<file path="src/rtl/piso_serializer_tx.sv">
// piso_serializer_tx: parallel-in / serial-out transmitter.
// Takes a word over valid/ready and shifts it out one bit per clock.
//
// Parameters:
//   WIDTH       word width in bits (>= 2)
//   LSB_FIRST   1: bit 0 goes out first, 0: bit WIDTH-1 goes out first
// Ports:
//   clk          rising-edge clock
//   rst          asynchronous reset, active-low
//   load_valid   parallel_in carries a word to send
//   load_ready   a word can be accepted this cycle (combinational)
//   parallel_in  word to serialize, sampled only on accept
//   hold         stall, freezes the shift while high
//   serial_out   current serial bit (registered)
//   serial_valid serial_out carries a valid bit (registered)
//   frame_start  first bit of a word is on serial_out (registered)
//   frame_done   last bit of a word is on serial_out (registered)

module piso_serializer_tx #(
  parameter int WIDTH     = 4,
  parameter bit LSB_FIRST = 1'b1
) (
  input  logic             clk,
  input  logic             rst,
  input  logic             load_valid,
  output logic             load_ready,
  input  logic [WIDTH-1:0] parallel_in,
  input  logic             hold,
  output logic             serial_out,
  output logic             serial_valid,
  output logic             frame_start,
  output logic             frame_done
);

  localparam int CW = $clog2(WIDTH);
  localparam logic [CW-1:0] CNT_LAST = CW'(WIDTH - 1);

  localparam logic [0:0] S_IDLE  = 1'b0;
  localparam logic [0:0] S_SHIFT = 1'b1;

  logic [0:0]       state_q, state_d;
  logic [WIDTH-1:0] shreg_q, shreg_d;
  logic [CW-1:0]    cnt_q, cnt_d;
  logic             so_q, so_d;
  logic             sv_q, sv_d;
  logic             fs_q, fs_d;
  logic             fd_q, fd_d;

  logic in_shift;
  logic is_last;
  logic advance;
  logic accept;
  logic drain;
  logic step;

  assign in_shift = (state_q == S_SHIFT);
  assign is_last  = in_shift && (cnt_q == CNT_LAST);
  assign advance  = in_shift && !hold;

  // Gated by rst so the block never looks ready while held in reset.
  assign load_ready = rst &&
                      ((state_q == S_IDLE) || (is_last && !hold));

  assign accept = load_valid && load_ready;

  // The three transitions are mutually exclusive by construction:
  // a last-bit accept is covered by accept, so drain requires no valid.
  assign drain = advance && is_last && !load_valid;
  assign step  = advance && !is_last;

  always_comb begin
    state_d = state_q;
    shreg_d = shreg_q;
    cnt_d   = cnt_q;
    unique case (1'b1)
      accept: begin
        state_d = S_SHIFT;
        shreg_d = parallel_in;
        cnt_d   = '0;
      end
      drain: begin
        state_d = S_IDLE;
        shreg_d = '0;
        cnt_d   = '0;
      end
      step: begin
        if (LSB_FIRST) begin
          shreg_d = shreg_q >> 1;
        end else begin
          shreg_d = shreg_q << 1;
        end
        cnt_d = cnt_q + CW'(1);
      end
      default: begin
      end
    endcase
  end

  // Output flops are loaded from next-state so they line up with the
  // bit being presented; a hold leaves next-state equal to current.
  always_comb begin
    sv_d = (state_d == S_SHIFT);
    if (LSB_FIRST) begin
      so_d = sv_d && shreg_d[0];
    end else begin
      so_d = sv_d && shreg_d[WIDTH-1];
    end
    fs_d = sv_d && (cnt_d == '0);
    fd_d = sv_d && (cnt_d == CNT_LAST);
  end

  always_ff @(posedge clk or negedge rst) begin
    if (!rst) begin
      state_q <= S_IDLE;
      shreg_q <= '0;
      cnt_q   <= '0;
      so_q    <= 1'b0;
      sv_q    <= 1'b0;
      fs_q    <= 1'b0;
      fd_q    <= 1'b0;
    end else begin
      state_q <= state_d;
      shreg_q <= shreg_d;
      cnt_q   <= cnt_d;
      so_q    <= so_d;
      sv_q    <= sv_d;
      fs_q    <= fs_d;
      fd_q    <= fd_d;
    end
  end

  assign serial_out   = so_q;
  assign serial_valid = sv_q;
  assign frame_start  = fs_q;
  assign frame_done   = fd_q;

endmodule

</file>
<file path="config.mk">
export PLATFORM = sky130hd
export DESIGN_NAME = piso_serializer_tx
export DESIGN_NICKNAME = d
export VERILOG_FILES = /design/src/rtl/piso_serializer_tx.sv
export SDC_FILE = /design/constraint.sdc
export NUM_CORES = 1
export LEC_CHECK = 0
export CAP_MARGIN = 20
export CORE_AREA = 2 2 39 41
export DETAILED_ROUTE_END_ITERATION = 16
export DIE_AREA = 0 0 41 43
export HOLD_SLACK_MARGIN = 0.03
export PLACE_DENSITY = 0.77
export SYNTH_ARGS = -nofsm -noshare
export SYNTH_HDL_FRONTEND = slang
export SYNTH_SLANG_ARGS = --single-unit
</file>
<file path="constraint.sdc">
create_clock -name clk -period 2.8 [get_ports clk]
set_input_delay 0.28 -clock clk [delete_from_list [all_inputs] [get_ports clk]]
set_output_delay 0.28 -clock clk [all_outputs]
set_load 0.02 [all_outputs]
</file>
==> impl_metrics.py <==
metrics = {
    "critical_path": {
        "r2r.worst_path.cells": 4,
        "critical-path-max-stage-delay_ps": 630,
        "worstPathCellList": "ha_1, nand2b_1, a21boi_0, clkdlybuf4s50_1",
        "r2r-start": "cnt_q[0]",
        "r2r_end": "shreg_q[1]",
        "worst-path-buf-inv": 1,
        "cpMaxStageDelayCell": "clkdlybuf4s50_1",
        "crit_end": "load_ready",
        "reg2reg_slack_ps": 980,
        "cp-end-kind": "output port",
        "crit_type": "reg2out",
        "worst-path-stages": 4,
        "critPathLaunch": "cnt_q[0]",
        "startpoint_type": "register",
        "cp.required_ps": 2520,
        "cp.arrival_ps": 1860,
        "critPathTopFamily": "buffers and inverters",
        "worstPathMaxFanout": 6,
    },
    "power_and_ir_drop": {
        "power.density_mw_per_mm2": 962,
        "clkPwrFrac_pct": 19.9,
        "p_leak_nw": 0.310,
        "p_sw_w": 0.000232,
        "seqPwrFrac_pct": 36.7,
        "switching_share_pct": 35.0,
        "pwr-share-comb_pct": 43.5,
        "vdd_drop_max_mv": 0.376,
        "intPower_w": 0.000431,
        "total_power_w": 0.000663,
    },
    "place": {
        "pre_cts_ws_ps": 680,
        "place_hpwl_um": 776,
        "port-buffer-count": 12,
        "globalplace.congestion": 0.761,
    },
    "grt": {
        "track_usage_pct": 14.5,
        "grt_pass1_wl_mm": 1.73,
        "antenna_found_initial": 0,
        "grt_max_degree": 10,
        "gr-total-overflow": 0,
        "grt_pass1_vias": 420,
    },
    "yosys": {
        "netlist_instances": 45,
        "avgSynthCellArea_um2": 11.2,
        "yosysWarnings": 0,
        "synth_top_family_by_area": "compound AO/OA/AOI/OAI gates",
        "netlist_area_um2": 505,
        "synth_fp_nets": 54,
        "synth_compound_area_share_pct": 23.3,
        "synthXorXnorAreaFrac_pct": 0,
        "synthAdderAreaFrac_pct": 2.48,
        "ys_seq_area_share_pct": 49.5,
        "ys_ff_latch": 10,
        "ys_types": 27,
        "synth-simple-area-share_pct": 21.3,
        "synth_mux_area_share_pct": 1.98,
    },
    "cts": {
        "cts_buffers": 3,
        "cts_buffer_depth": 2,
        "cts_tree": "done",
        "insertion_delay_ps": 270,
        "cts_resized": 0,
        "path_clk_slew_ps": 70,
        "cts_setup_buffers": 0,
        "cts_sinks": 10,
        "cts_max_level": 1,
        "cts-root-buf": "clkbuf_4",
        "ctsHoldBuffers": 0,
    },
    "cells_and_area": {
        "seq_area_um2": 250,
        "area_growth_pct": 36.4,
        "multiInputGateArea_um2": 248,
        "final_core_util_pct": 49.8,
        "mostFrequentLayoutCells": "clkdlybuf4s50_1 (12), dfrtp_1 (10), and2_2 (3), nand2_1 (3), clkbuf_4 (3)",
        "fill_cells": 133,
        "drive_gt1_share_pct": 22.6,
        "diodes": 0,
        "fin_nets": 72,
        "final_common_cell": "clkdlybuf4s50_1",
    },
    "flow_run": {
        "maxCapViolCount": 0,
    },
    "min_path": {
        "min-delay-path-class": "in2async",
    },
    "detailed_routing": {
        "drt-total-wl_mm": 1.03,
        "drt_iter0_markers": 5,
        "first_pass_iters": 3,
        "ant_nets": 0,
        "wl_per_cell_um": 13.2,
        "routed_via_density": 5.50,
        "drc_errors": 0,
        "vias": 429,
    },
    "sta": {
        "tns_ps": 0,
        "worstMarginPinSlew_ps": 580,
        "skew_ps": 5.20,
        "fmax_mhz": 468,
        "fin_crit_sh_pct": 76.4,
        "relSlewSlack_pct": 61.2,
        "rsz0062_at_grt": "false",
        "finalHoldViolations": 0,
        "fin_crit_ps": 2140,
        "setup_viol": 0,
        "finalWorstSetupSlack_ps": 661,
        "drv_slew": 0,
    },
    "run_status": {
        "status": "finished clean",
    },
    "floorplanning": {
        "io_pins": 13,
        "core_mm2": 0.00138,
        "die_area_mm2": 0.00176,
        "num_rows": 14,
        "initial_core_util_pct": 36.5,
        "die_x_um": 41,
        "die_h_um": 43,
    },
}
## sequential cells by signal, indices dropped and copies added (netlist names)
name         count
cnt_q            2
frame_start      1
shreg_q          4
in_shift         1
frame_done       1
serial_out       1
## Yosys cell counts
master / count / area, µm²
a211o_1: 1 / 8.76
a211oi_1: 1 / 7.51
a21boi_0: 1 / 7.51
a21o_2: 1 / 8.76
a21oi_1: 2 / 10.0
a221o_1: 2 / 20.0
a22o_2: 2 / 20.0
a22oi_1: 1 / 7.51
a31oi_1: 1 / 6.26
and2_2: 3 / 22.5
and3b_1: 1 / 8.76
dfrtp_1: 10 / 250
ha_1: 1 / 12.5
inv_1: 2 / 7.51
mux2i_1: 1 / 10.0
nand2_1: 3 / 11.3
nand2b_1: 1 / 6.26
nand3_1: 1 / 5.00
nor2b_1: 1 / 6.26
nor3_1: 1 / 5.00
nor3b_1: 1 / 7.51
o211ai_1: 1 / 7.51
o22ai_1: 1 / 6.26
o31ai_1: 1 / 7.51
or3_1: 1 / 6.26
or3_4: 1 / 11.3
or3b_2: 2 / 17.5
## power by group through the flow
stage               sequential (W)  clock [W]  combinational [W]
floorplan                 0.000268          0           0.000159
global placement          0.000243          0           0.000285
detailed placement        0.000245          0           0.000289
CTS                       0.000243   0.000133           0.000290
global route              0.000252   0.000140           0.000318
finish                    0.000243   0.000132           0.000288
## cells by family after synthesis
| logic type | count (synthesis) |
|---|---|
| DFF | 10 |
| adders and majority gates | 1 |
| muxes | 1 |
| buffers and inverters | 2 |
| and+or+nand+nor | 16 |
| AOI/OAI and AO/OA | 15 |
## per-layer routing
| layer | part of all wire [%] | wire length [µm] | track usage (%) |
|---|---|---|---|
| met5 | 0 | 0 | 0 |
| met4 | 0.97 | 10 | 6.00 |
| met3 | 7.2 | 74 | 4.71 |
| met2 | 46 | 474 | 20.9 |
| met1 | 46 | 468 | 19.2 |
## area by class of cell
cell class | count | share of cell area (%)
clock buffers | 4 | 5.26
inverters | 2 | 1.09
multi-input cells | 33 | 35.9
flip-flops and latches | 10 | 36.3
well taps | 16 | 2.90
repair buffers | 13 | 18.5
## metrics by stage
step | cells | area [µm²] | hold slack, ps
after global placement | 74 | 653 | 483
after global routing | 78 | 689 | 280
after floorplan | 45 | 505 | -15.6
after detailed placement | 74 | 653 | 497
final | 78 | 689 | 273
after CTS | 78 | 689 | 275
## worst min-delay path by stage
stage / from / cells after the start / end / slack [ps]
after global placement: shreg_q[3] / 1 / shreg_q[3] / 480
after floorplan: rst / 0 / cnt_q[0] / -20
after global routing: rst / 1 / frame_start / 280
after CTS: rst / 1 / frame_done / 270
final: rst / 1 / frame_start / 270
after detailed placement: shreg_q[2] / 1 / shreg_q[2] / 500
Note: power is estimated with default switching activity, not from simulation.
